$ cat config.mk
export PLATFORM = sky130hd
export DESIGN_NAME = des_block_serializer
export DESIGN_NICKNAME = d
export VERILOG_FILES = /design/src/rtl/des_pkg.sv /design/src/rtl/des_block_hold.sv /design/src/rtl/des_block_serializer.sv
export SDC_FILE = /design/constraint.sdc
export NUM_CORES = 1
export LEC_CHECK = 0
export BUFFER_PORTS_ARGS = -buffer_cell sky130_fd_sc_hd__buf_2
export CAP_MARGIN = 10
export CORE_ASPECT_RATIO = 1.75
export CORE_MARGIN = 4
export CORE_UTILIZATION = 55
export CTS_CLUSTER_SIZE = 14
export DETAILED_ROUTE_END_ITERATION = 16
export PLACE_DENSITY = 0.73
export SLEW_MARGIN = 5
export SYNTH_ARGS = -nofsm -noshare
export SYNTH_HDL_FRONTEND = slang
export SYNTH_HIERARCHICAL = 1
export SYNTH_SLANG_ARGS = --single-unit
$ cat constraint.sdc
create_clock -name clk -period 3.5 [get_ports clk]
set_input_delay 0.525 -clock clk [delete_from_list [all_inputs] [get_ports clk]]
set_output_delay 0.525 -clock clk [all_outputs]
set_load 0.01 [all_outputs]
$ cat src/rtl/des_pkg.sv
// Shared DES datapath types used by the final permutation and the block serializer.
package des_pkg;

    localparam int DES_BLOCK_W = 64;

    typedef logic [DES_BLOCK_W-1:0] des_block_t;

    typedef enum logic {
        SER_IDLE = 1'b0,
        SER_SEND = 1'b1
    } ser_state_t;

    // Odd parity over a zero-padded beat; padding zeros do not change the result.
    function automatic logic odd_par(input logic [31:0] d);
        return ~^d;
    endfunction

endpackage

$ cat src/rtl/des_block_hold.sv
// Single-entry holding slot that parks the next ciphertext block while the serializer drains.
module des_block_hold
    import des_pkg::*;
(
    input  logic       clk,
    input  logic       rst_n,
    input  logic       load,
    input  logic       unload,
    input  des_block_t d_block,
    input  logic       d_last,
    output des_block_t q_block,
    output logic       q_last,
    output logic       full
);

    des_block_t block_r;
    logic       last_r;
    logic       full_r;

    // Slot storage; a load in the same cycle as an unload keeps the slot occupied.
    always_ff @(posedge clk or negedge rst_n) begin
        if (!rst_n) begin
            block_r <= 64'd0;
            last_r  <= 1'b0;
            full_r  <= 1'b0;
        end else begin
            if (load) begin
                block_r <= d_block;
                last_r  <= d_last;
            end
            if (load) begin
                full_r <= 1'b1;
            end else if (unload) begin
                full_r <= 1'b0;
            end
        end
    end

    assign q_block = block_r;
    assign q_last  = last_r;
    assign full    = full_r;

endmodule

$ cat src/rtl/des_block_serializer.sv
// Splits 64-bit DES blocks into OUT_W-bit beats with a one-block holding slot for gapless streaming.
// Optional DES_SER_PARITY_EN adds a registered odd-parity bit out_par alongside out_data.
module des_block_serializer
    import des_pkg::*;
#(
    parameter int OUT_W     = 8,
    parameter bit MSB_FIRST = 1'b1
) (
    input  logic             clk,
    input  logic             rst_n,
    input  logic [63:0]      in_block,
    input  logic             in_valid,
    input  logic             in_last,
    output logic             in_ready,
    output logic [OUT_W-1:0] out_data,
    output logic             out_valid,
    output logic             out_last,
`ifdef DES_SER_PARITY_EN
    output logic             out_par,
`endif
    input  logic             out_ready
);

    localparam int BEATS = DES_BLOCK_W / OUT_W;
    localparam int CNT_W = (BEATS > 1) ? $clog2(BEATS) : 1;
    localparam logic [CNT_W-1:0] CNT_LAST = CNT_W'(BEATS - 1);

    ser_state_t       state_r, state_s;
    des_block_t       sh_r, sh_s, sh_shift_s;
    logic             sh_last_r, sh_last_s;
    logic [CNT_W-1:0] cnt_r, cnt_s;

    des_block_t hold_block_s;
    logic       hold_last_s;
    logic       hold_full_s;
    logic       hold_load_s;
    logic       hold_unload_s;

    logic accept_s;
    logic beat_s;
    logic final_s;

    function automatic logic [OUT_W-1:0] beat_of(input des_block_t b);
        if (MSB_FIRST) begin
            return b[DES_BLOCK_W-1 -: OUT_W];
        end else begin
            return b[OUT_W-1:0];
        end
    endfunction

    des_block_hold u_hold (
        .clk     (clk),
        .rst_n   (rst_n),
        .load    (hold_load_s),
        .unload  (hold_unload_s),
        .d_block (in_block),
        .d_last  (in_last),
        .q_block (hold_block_s),
        .q_last  (hold_last_s),
        .full    (hold_full_s)
    );

    // Next-state logic: direct load, hold load, shift and hold-to-shifter transfer.
    always_comb begin
        state_s       = state_r;
        sh_s          = sh_r;
        sh_last_s     = sh_last_r;
        cnt_s         = cnt_r;
        hold_load_s   = 1'b0;
        hold_unload_s = 1'b0;
        accept_s      = in_valid && !hold_full_s;
        beat_s        = (state_r == SER_SEND) && out_ready;
        final_s       = beat_s && (cnt_r == CNT_LAST);
        if (MSB_FIRST) begin
            sh_shift_s = sh_r << OUT_W;
        end else begin
            sh_shift_s = sh_r >> OUT_W;
        end
        case (state_r)
            SER_IDLE: begin
                if (accept_s) begin
                    sh_s      = in_block;
                    sh_last_s = in_last;
                    cnt_s     = {CNT_W{1'b0}};
                    state_s   = SER_SEND;
                end else begin
                    state_s = SER_IDLE;
                end
            end
            SER_SEND: begin
                if (final_s) begin
                    cnt_s = {CNT_W{1'b0}};
                    if (hold_full_s) begin
                        sh_s          = hold_block_s;
                        sh_last_s     = hold_last_s;
                        hold_unload_s = 1'b1;
                        hold_load_s   = accept_s;
                    end else if (accept_s) begin
                        sh_s      = in_block;
                        sh_last_s = in_last;
                    end else begin
                        sh_s      = sh_shift_s;
                        sh_last_s = 1'b0;
                        state_s   = SER_IDLE;
                    end
                end else if (beat_s) begin
                    sh_s        = sh_shift_s;
                    cnt_s       = cnt_r + CNT_W'(1);
                    hold_load_s = accept_s;
                end else begin
                    hold_load_s = accept_s;
                end
            end
            default: begin
                state_s   = SER_IDLE;
                sh_s      = 64'd0;
                sh_last_s = 1'b0;
                cnt_s     = {CNT_W{1'b0}};
            end
        endcase
    end

    // Shifter, beat counter and state register.
    always_ff @(posedge clk or negedge rst_n) begin
        if (!rst_n) begin
            state_r   <= SER_IDLE;
            sh_r      <= 64'd0;
            sh_last_r <= 1'b0;
            cnt_r     <= {CNT_W{1'b0}};
        end else begin
            state_r   <= state_s;
            sh_r      <= sh_s;
            sh_last_r <= sh_last_s;
            cnt_r     <= cnt_s;
        end
    end

`ifdef DES_SER_PARITY_EN
    logic par_r;

    // Parity is computed from the next beat so it lands in the same cycle as out_data.
    always_ff @(posedge clk or negedge rst_n) begin
        if (!rst_n) begin
            par_r <= 1'b1;
        end else begin
            par_r <= odd_par(32'(beat_of(sh_s)));
        end
    end

    assign out_par = par_r;
`endif

    assign in_ready  = !hold_full_s;
    assign out_valid = (state_r == SER_SEND);
    assign out_data  = beat_of(sh_r);
    assign out_last  = out_valid && sh_last_r && (cnt_r == CNT_LAST);

endmodule
=== Word level (Yosys, flattened, before mapping) ===
Cells that the tools add are included.

* Register bits: 135
* Word-level logic and storage cells: 49

* Add/subtract/negate cells: 1
* Eq/ne operators: 4
* Mux-type cells: 27
* Bitwise gates (word level): 1
* Reduce and logical (&&, ||, !) cells: 9

{| class="wikitable"
|+ Operators by type and width
! cell !! number
|-
| $mux 64 || 5
|-
| $pmux 64 s2 || 1
|-
| $mux 1 || 15
|-
| $mux 3 || 3
|-
| $pmux 3 s2 || 1
|-
| $logic_and 1x1->1 || 5
|-
| $pmux 1 s2 || 2
|-
| $reduce_and 2->1 || 2
|-
| $add 3x1->3 const B || 1
|-
| $eq 3x3->1 const B || 1
|-
| $ne 3x1->1 const B || 1
|-
| $ne 2x1->1 const B || 1
|-
| $ne 2x2->1 const B || 1
|-
| $reduce_bool 2->1 || 1
|-
| $logic_not 1->1 || 1
|-
| $not 1->1 || 1
|}

=== Logic depth before layout (Yosys ltp) ===
Gate-level depths: netlist of the first run.

* Depth in word-level cells: 6
* Gate-level depth with buffers: 10
* Gate-level depth less buffers: 6

=== Cells and area by module ===
The synthesis of the first run kept the hierarchy.

{| class="wikitable"
|+ By module, submodules not included
! module !! times used !! cells each !! area each (µm²) !! seq. area each (µm²)
|-
| des_block_serializer || 1 || 597 || 5048.6 || 1726.7
|-
| des_block_hold || 1 || 140 || 2607.5 || 1651.6
|}

=== Worst setup path after synthesis of the first run ===
No wires, ideal clock.

* Path type: reg2reg
* From: reg cnt_r[0]
* To: reg u_hold.block_r[22] (netlist: u_hold/q_block[22])
* Arrival time: 2.262 ns
* Setup slack: 1.113 ns
* Stages on the path, launching flop included: 11
* Buffers on the path: 5
* Clock period less this slack: 2.387 ns
* Cells stage by stage: dfrtp_1 -> ha_1 -> ha_1 -> clkbuf_2 -> nand2_1 -> buf_4 -> clkbuf_1 -> and3_1 -> buf_6 -> buf_6 -> mux2_4

* Word-level cells in the longest chain between the ends: 4

{| class="wikitable"
|+ Ends and longest elaborated chain
! item !! line !! source
|-
| from (decl) || des_block_serializer.sv:31 || <nowiki>logic [CNT_W-1:0] cnt_r, cnt_s;</nowiki>
|-
| from (signal assigned) || des_block_serializer.sv:129 || <nowiki>cnt_r <= {CNT_W{1'b0}};</nowiki>
|-
| from (signal assigned) || des_block_serializer.sv:134 || <nowiki>cnt_r <= cnt_s;</nowiki>
|-
| $eq 3x3->1 || des_block_serializer.sv:73 || <nowiki>final_s = beat_s && (cnt_r == CNT_LAST);</nowiki>
|-
| $logic_and 1x1->1 || des_block_serializer.sv:73 ||
|-
| $mux 1 || des_block_serializer.sv:91 || <nowiki>if (final_s) begin</nowiki>
|-
| $mux 1 || des_block_serializer.sv:79 || <nowiki>case (state_r)</nowiki>
|-
| named net hold_load_s || des_block_serializer.sv:36 || <nowiki>logic hold_load_s;</nowiki>
|-
| to (signal assigned) || des_block_hold.sv:28 || <nowiki>block_r <= d_block;</nowiki>
|-
| to (decl) || des_block_hold.sv:16 || <nowiki>des_block_t block_r;</nowiki>
|}

The timed path passes the listed nets, and every way through them passes these cells.
A chain may end at the register's enable or synchronous reset.

=== Worst setup path after layout of the first run ===
* From: reg state_r (netlist: out_valid)
* To: out out_valid

{| class="wikitable"
|+ RTL lines
! item !! line !! source
|-
| from (decl) || des_block_serializer.sv:28 || <nowiki>ser_state_t state_r, state_s;</nowiki>
|-
| from (signal assigned) || des_block_serializer.sv:131 || <nowiki>state_r <= state_s;</nowiki>
|-
| to (decl) || des_block_serializer.sv:16 || <nowiki>output logic out_valid,</nowiki>
|}

No word-level cell between the ends.

==> results of run 1 <==
-- stage by stage --
stage	cell area (um^2)	total power [W]
floorplan	7660	0.00490
global placement	7890	0.00530
detailed placement	7890	0.00545
CTS	8560	0.00753
global route	8560	0.00795
finish	8560	0.00752
-- cells by family after synthesis --
logic type	synth area share [%]
muxes	19.1
DFF	44.1
buffers and inverters	7.29
AOI/OAI and AO/OA	20.2
adders and majority gates	0.327
and+or+nand+nor	8.96
-- Yosys cell counts, types with 2 or more instances --
master / n / area [um^2]
a21oi_1: 23 / 115
a22o_1: 56 / 490
a22oi_1: 8 / 60.1
and3_1: 2 / 12.5
buf_12: 2 / 40.0
buf_2: 23 / 115
buf_4: 14 / 105
buf_6: 16 / 180
clkbuf_1: 26 / 97.6
dfrtp_1: 135 / 3380
ha_1: 2 / 25.0
inv_1: 4 / 15.0
mux2_2: 28 / 315
mux2_4: 39 / 586
mux2i_1: 56 / 561
nand2_1: 140 / 526
nand4_1: 2 / 12.5
nor2_1: 24 / 90.1
o2111ai_1: 33 / 289
o21ai_0: 58 / 290
o21ai_1: 11 / 55.1
o221ai_1: 23 / 201
-- layout make-up --
cell class                 count  area, um^2
inverter                       4        15.0
timing repair buffer          93         544
multi-input combinational    516        3730
fill                        1101        4960
tap                          174         218
clock inverter                12         224
clock buffer                  20         447
sequential                   135        3380
-- flip-flops by register name, indices dropped and copies added, names as in the netlist --
name	count
sh_r	64
out_valid	1
u_hold/full	1
u_hold/q_last	1
cnt_r	3
sh_last_r	1
u_hold/q_block	64
-- critical path, delay by kind of cell (launching register included) --
kind	cells	cell delay, ns
flip-flops	1	0.80
buffers and inverters	2	0.95
-- power by group --
group	total [W]	internal, W	switching (W)
logic	0.00264	0.00140	0.00124
clock network	0.00204	0.00136	0.000683
registers	0.00284	0.00226	0.000586
-- per-layer routing --
metal	routed length (um)	share of wire (%)
met2	9950	50
met3	1130	5.7
met1	8180	41
met4	552	2.8
met5	0	0
-- worst max-delay path by stage --
stage,slack [ns],cells after the start,from,endpoint
detailed placement,1.05,6,cnt_r[0],u_hold/q_block[36]
global route,0.72,2,out_valid,out_valid
finish,0.81,2,out_valid,out_valid
CTS,0.82,2,out_valid,out_valid
global placement,1.10,6,cnt_r[0],u_hold/q_block[38]
floorplan,1.11,10,cnt_r[0],u_hold/q_block[22]
-- cell usage in the layout (no fill, tap or decap), types with 2 or more instances in the layout --
cell	n
nand2_1	139
dfrtp_1	134
buf_2	78
o21ai_0	58
mux2i_1	56
a22o_1	56
mux2_4	39
o2111ai_1	33
mux2_2	28
nor2_1	24
a21oi_1	23
o221ai_1	23
clkbuf_16	17
o21ai_1	11
buf_4	11
a22oi_1	8
bufinv_16	6
inv_1	4
clkinv_4	3
buf_12	3
nand4_1	2
ha_1	2
clkinv_2	2
clkbuf_1	2
==> flow_summary.ini, run 1 <==
[status]
status = complete, no violations

[clock_network]
post_cts_buffers = 0
clockBufferDepth = 2
root_buffer = clkbuf_16
clock_sinks = 135
clkLatencyLatePin_ns = 0.41
cts_resized = 0
cts.hold.buffers_added = 0
path_clk_slew_ns = 0.06
cts_buffers = 17
htree_levels = 4
cts_tree = built

[cells_and_area]
final_layout_size_suffix_gt1_share_pct = 25.1
fin_util_pct = 63.3
area_delta_synth_final_pct = 11.8
fin_nets = 838
fin_cells = 954
diodes = 0

[routing]
ant_nets = 0
drt_iter0_drc = 494
first_pass_iters = 5
dr_total_vias = 6171
drc = 0
viasPerCell = 6.47
wl_um = 19800
routedWlPerCell_um = 20.8

[global_route]
busiest_layer = met2
grt_overflow_total = 0
grt_pass1_wl_um = 32700
met1_usage_pct = 33.0
grt_pass1_vias = 6363
gr-usage-met3_pct = 4.84
grt_max_degree = 103
use_met2_pct = 41.4
grt_util_all_layers_pct = 25.2
antenna_found_initial = 0

[timing]
hold-worst-slack_ns = 0.197
maxSlewViolCount = 0
hold_violations = 0
fin_tns_setup_ns = 0
fmax_mhz = 372
worst_slack_ns = 0.812
rsz0062_at_grt = no
finalWorstPathRequiredPeriod_ns = 2.69
worst-slew-pin-transition_ns = 1.07
timing.final.crit_share_pct = 76.8
skew_ns = 0.00795
setup_viol_count_final = 0
max_slew_margin_pct = 28.7

[setup_path]
reg2reg_depth = 6
critPathMaxFanout = 73
crit_arrival_ns = 2.16
critPathCaptureType = output port
r2r-end = u_hold/q_block[38]
slowest_delay_ns = 0.80
crit_slowest_cell = dfrtp_4
cp.required_ns = 2.97
critical_path_class = reg -> out
path_cells = buf_4 > buf_2
reg2reg_slack_ns = 1.04
rr_startpoint = cnt_r[0]
critPathLaunchType = register

[floorplanning]
coreArea_um2 = 13500
io_pins = 80
die_area_um2 = 15900
start_util_pct = 56.6
die_width_um = 97.2
die_y_um = 164
row_count = 56

[placement]
place.detailed.hpwl_um = 11800
post-place-ws_ns = 1.05
numPortBuffers = 79
placed_cells = 922
routabilityCongestion = 0.806

[logic_synthesis]
ys_seq_area_share_pct = 44.1
synthArstFlopShare_pct = 100
synthCells = 737
ys_types = 34
synth_nets = 808
synth_edf_count = 0
postSynthAreaPerCell_um2 = 10.4
yosys_warnings = 6
syn_area_um2 = 7660
ys_ff_latch = 135
synth_ff_type = dfrtp_1

[power]
peakVddDrop_v = 0.000553
power_density_nw_per_um2 = 878
p_leak_nw = 3.72

[hold_path]
hold_path_class = in -> async

[run]
max-cap-violations = 0
(Power assumes the default switching activity.)
==> run 2, diff against run 1 <==
--- a/config.mk
+++ b/config.mk
@@ -9,10 +9,10 @@
 export CAP_MARGIN = 10
 export CORE_ASPECT_RATIO = 1.75
 export CORE_MARGIN = 4
-export CORE_UTILIZATION = 55
+export CORE_UTILIZATION = 54
 export CTS_CLUSTER_SIZE = 14
 export DETAILED_ROUTE_END_ITERATION = 16
-export PLACE_DENSITY = 0.73
+export PLACE_DENSITY = 0.75
 export SLEW_MARGIN = 5
 export SYNTH_ARGS = -nofsm -noshare
 export SYNTH_HDL_FRONTEND = slang
==> constraint.sdc (replaced) <==
create_clock -name clk -period 2.29 [get_ports clk]
set_input_delay 0.3435 -clock clk [delete_from_list [all_inputs] [get_ports clk]]
set_output_delay 0.3435 -clock clk [all_outputs]
set_load 0.01 [all_outputs]
==> run 2 against run 1 <==
Compared with the run above: register-to-register slack got worse by 0.79 ns; highest routed layer unchanged; critical path depth grew 1; global-route usage is essentially flat; largest power group unchanged.
==> flow_summary.ini, run 2 (same netlist as run 1, synthesis figures left out) <==
[status]
status = complete, no violations

[timing]
setup_viol_count_final = 0
finalWorstPathRequiredPeriod_ns = 2.06
timing.final.crit_share_pct = 90.0
rsz0062_at_grt = no
maxSlewViolCount = 0
skew_ns = 0.0102
worst-slew-pin-transition_ns = 0.596
max_slew_margin_pct = 60.2
fmax_mhz = 485
hold-worst-slack_ns = 0.173
fin_tns_setup_ns = 0
hold_violations = 0

[routing]
routedWlPerCell_um = 20.6
viasPerCell = 6.36
ant_nets = 0
wl_um = 20000
drt_iter0_drc = 410
drc = 0
dr_total_vias = 6162
first_pass_iters = 6

[cells_and_area]
final_layout_size_suffix_gt1_share_pct = 26.0
fin_nets = 849
layout_commonest_cell = nand2_1
area_delta_synth_final_pct = 12.5
design_area_um2 = 8610
fin_cells = 969
final_cell_mix = nand2_1, dfrtp_1, buf_2, o21ai_0
fill_cells = 1164

[global_route]
grt_util_all_layers_pct = 25.2
grt_overflow_total = 0
grt_pass1_vias = 6480
grt_max_degree = 82
antenna_found_initial = 1
grt_pass1_wl_um = 32900

[setup_path]
critical_path_class = reg -> out
cp.required_ns = 1.95
path_cells = buf_4 > and3_1 > buf_2
critPathCaptureType = output port
crit_arrival_ns = 1.72
slowest_delay_ns = 0.58
critPathMaxFanout = 28
crit_slowest_cell = dfrtp_4
path_buf_inv = 2
critPathLaunchType = register
cp_top_family = flip-flops

[power]
power.switching_w = 0.00390
combPwrFrac_pct = 38.1
p_seq_share_pct = 38.5
p_leak_nw = 3.74
p_sw_share_pct = 35.2
clockPowerShare_pct = 23.3
p_int_w = 0.00718
power_density_nw_per_um2 = 1290
peakVddDrop_v = 0.000713
p_total_w = 0.0111

[clock_network]
cts_buffers = 17
cts_tree = built
path_clk_slew_ns = 0.06
htree_levels = 4
clockBufferDepth = 2
clock_sinks = 135
post_cts_buffers = 0
root_buffer = clkbuf_16
clkLatencyLatePin_ns = 0.42

[floorplanning]
die_width_um = 98.0
row_count = 57
io_pins = 80
die_area_um2 = 16200
coreArea_um2 = 13900
start_util_pct = 55.1
die_y_um = 166

[hold_path]
hold_path_class = in -> reg

[placement]
place_area_um2 = 8050
numPortBuffers = 79
placed_cells = 935
routabilityCongestion = 0.814
place.detailed.hpwl_um = 12700

[run]
max-cap-violations = 0
[run 2: cell count changes in the layout (fill, tap and decap cells not counted), sizes merged]
cell | before | now
dlygate4sd3 | 0 | 1
clkinvlp | 1 | 4
clkbuf | 20 | 21
bufinv | 6 | 1
buf | 93 | 103
diode | 0 | 1
inv | 4 | 5
[run 2: through the flow]
| step | setup WS [ns] | utilization (%) |
|---|---|---|
| 3_3_place_gp | 0.333 | 57.9 |
| 6_report | 0.229 | 61.9 |
| 3_5_place_dp | 0.222 | 57.9 |
| 2_1_floorplan | 0.00647 | - |
| 5_1_grt | 0.127 | 61.9 |
| 4_1_cts | 0.192 | 61.9 |
[run 2: power groups by stage]
| stage | sequential, W | clock, W | combinational, W |
|---|---|---|---|
| after floorplan | 0.00394 | 0 | 0.00355 |
| after global placement | 0.00420 | 0 | 0.00397 |
| after detailed placement | 0.00426 | 0 | 0.00418 |
| after CTS | 0.00425 | 0.00262 | 0.00423 |
| after global routing | 0.00438 | 0.00272 | 0.00462 |
| final | 0.00427 | 0.00258 | 0.00423 |
[run 2: path summary, 6_finish.rpt]
kind / from / endpoint / slack, ns / cells after the start
max in group asynchronous: rst_n / u_hold/q_block[38] / 1.18 / 3
hold / removal: in_block[1] / u_hold/q_block[1] / 0.17 / 2
hold reg to reg: sh_r[59] / sh_r[59] / 0.50 / 1
setup reg to reg: cnt_r[0] / u_hold/q_block[9] / 0.25 / 6
min in group asynchronous: rst_n / u_hold/q_block[31] / 0.44 / 2
setup / recovery: out_valid / out_last / 0.23 / 3
[run 2: repair_timing]
action / in CTS / in global routing
endpoints found under the hold margin: 49 / 0
hold buffers: 1 / 0
gates resized for setup: 0 / 1
endpoints found under the setup margin: 0 / 8
[run 2: layout make-up]
class,instances,area (um^2),area share (%)
antenna,1,2.50,0.0290
multi-input combinational,516,3740,43.4
inverter,4,15.0,0.174
tap,177,221,2.57
timing repair buffer,104,704,8.18
sequential,135,3380,39.3
clock inverter,11,101,1.18
clock buffer,21,450,5.23
[run 2: per-layer routing]
layer	routed length (um)	GRT usage [%]	part of all wire [%]	vias up
met4	485	11.4	2.4	0
met3	977	4.58	4.9	37
met1	8270	31.7	41	3134
li1	-	-	-	2778
met2	10300	42.2	51	213
met5	0	0	0	-
==> run 3, diff against run 2 <==
--- a/config.mk
+++ b/config.mk
@@ -9,10 +9,10 @@
 export CAP_MARGIN = 10
 export CORE_ASPECT_RATIO = 1.75
 export CORE_MARGIN = 4
-export CORE_UTILIZATION = 54
+export CORE_UTILIZATION = 42
 export CTS_CLUSTER_SIZE = 14
 export DETAILED_ROUTE_END_ITERATION = 16
-export PLACE_DENSITY = 0.75
+export PLACE_DENSITY = 0.6
 export SLEW_MARGIN = 5
 export SYNTH_ARGS = -nofsm -noshare
 export SYNTH_HDL_FRONTEND = slang
==> run 3 against run 2 <==
Compared with the run above: sequential share of layout area fell by 0.52 points; utilization fell by 13 points; sequential power barely moved; final cell count rose by 6.1%; die area rose by 27%; combinational power fell by 0.9%; hold slack got worse by 0.0023 ns; via count fell by 2.9%; critical endpoint is now u_hold/q_block[9].
==> flow_summary.ini, run 3 (same netlist as run 1, synthesis figures left out) <==
[status]
status = complete, no violations

[timing]
fin_tns_setup_ns = 0
setup_viol_count_final = 0
rsz0062_at_grt = no
finalWorstPathRequiredPeriod_ns = 2.15
worst_slack_ns = 0.141
max_slew_margin_pct = 60.5
fmax_mhz = 465
maxSlewViolCount = 0
worst-slew-pin-transition_ns = 0.593
timing.final.crit_share_pct = 93.8
hold_violations = 0
skew_ns = 0.0110

[floorplanning]
die_area_um2 = 20500
coreArea_um2 = 18000
row_count = 65
start_util_pct = 42.6
io_pins = 80
die_width_um = 110
die_y_um = 187

[hold_path]
hold_path_class = in -> reg

[power]
power_density_nw_per_um2 = 1300
peakVddDrop_v = 0.000541
p_leak_nw = 3.76
p_total_w = 0.0113

[setup_path]
crit_slowest_cell = dfrtp_1
cp.required_ns = 2.58
critical_path_class = reg -> reg
crit_top_cell = ha_1
critPathMaxFanout = 24
critPathLaunchType = register
crit_arrival_ns = 2.44
slowest_delay_ns = 0.41
path_cells = ha_1 > ha_1 > nand2_2 > and3_4 > buf_12 > mux2_2
critPathCaptureType = register
reg2reg_slack_ns = 0.14

[clock_network]
clockBufferDepth = 2
post_cts_buffers = 0
cts_tree = built
path_clk_slew_ns = 0.06
clkLatencyLatePin_ns = 0.42
htree_levels = 4
root_buffer = clkbuf_16
cts_buffers = 17
clock_sinks = 135

[global_route]
grt_pass1_vias = 6394
grt_max_degree = 65
grt_util_all_layers_pct = 21.0
grt_pass1_wl_um = 34000
grt_overflow_total = 0
antenna_found_initial = 0

[routing]
routedWlPerCell_um = 20.0
drc = 0
ant_nets = 0
first_pass_iters = 5
wl_um = 20600
dr_total_vias = 5984
viasPerCell = 5.82
drt_iter0_drc = 298

[placement]
numPortBuffers = 79
post-place-ws_ns = 0.134
place_area_um2 = 8100
placed_cells = 995
routabilityCongestion = 0.757
place.detailed.hpwl_um = 13300

[cells_and_area]
fin_nets = 852
final_layout_size_suffix_gt1_share_pct = 26.8
area_delta_synth_final_pct = 14.0
final_cell_mix = nand2_1, dfrtp_1, buf_2, o21ai_0
fin_cells = 1028
design_area_um2 = 8730
layout_commonest_cell = nand2_1
diodes = 0

[run]
max-cap-violations = 0
run 3: cell count changes in the layout (fill, tap and decap cells not counted), sizes merged:
cell and change:
clkinvlp +1, clkinv -2, bufinv +2, clkbuf -3, diode -1, inv +2
buf +3
run 3: layout make-up:
cell class	instances	area (um^2)
clock inverters	14	173
flip-flops and latches	135	3380
multi-input cells	516	3740
fillers	1639	9240
repair buffers	107	689
inverters	4	15.0
clock buffers	18	439
well taps	234	293
run 3: through the flow:
step | utilization, % | hold WS (ns)
floorplan | - | 0.0479
global placement | 45.1 | 0.367
detailed placement | 45.1 | 0.383
CTS | 48.5 | 0.149
global route | 48.6 | 0.159
finish | 48.6 | 0.171
run 3: path summary, 6_finish.rpt:
check,startpoint,end,cells past startpoint
worst max-delay path,cnt_r[0],u_hold/q_block[9],6
worst min-delay path,in_block[3],u_hold/q_block[3],2
worst max register to register,cnt_r[0],u_hold/q_block[9],6
worst min register to register,sh_r[59],sh_r[59],1
max in group asynchronous,rst_n,u_hold/q_block[50],3
min in group asynchronous,rst_n,sh_r[59],2
run 3: critical path, delay by kind of cell, from the launching register on:
| family | cells | cell delay [ns] |
|---|---|---|
| adder cells (fa/ha/maj) | 2 | 0.52 |
| buffers and inverters | 1 | 0.24 |
| flip-flops | 1 | 0.41 |
| multiplexers | 1 | 0.37 |
| AND/OR/NAND/NOR | 2 | 0.47 |
run 3: routing by layer:
| layer | GRT usage [%] | vias up | share of wire, % | routed length (um) |
|---|---|---|---|---|
| met5 | 0 | - | 0 | 0 |
| met2 | 33.8 | 167 | 50 | 10300 |
| met3 | 3.32 | 38 | 4.3 | 883 |
| li1 | - | 2783 | - | - |
| met1 | 27.6 | 2996 | 43 | 8810 |
| met4 | 8.93 | 0 | 3.0 | 619 |
run 3: repair_timing:
item / 4_1_cts / 5_1_grt
hold buffers: 1 / 0
endpoints found under the setup margin: 0 / 10
hold endpoints to repair: 56 / 0
resized for setup: 0 / 2
run 3: power breakdown:
part | internal (W) | switching (W) | leakage, nW | total (W)
combinational | 0.00222 | 0.00197 | 1.79 | 0.00419
sequential | 0.00345 | 0.000823 | 1.69 | 0.00427
clock | 0.00175 | 0.00111 | 0.285 | 0.00286
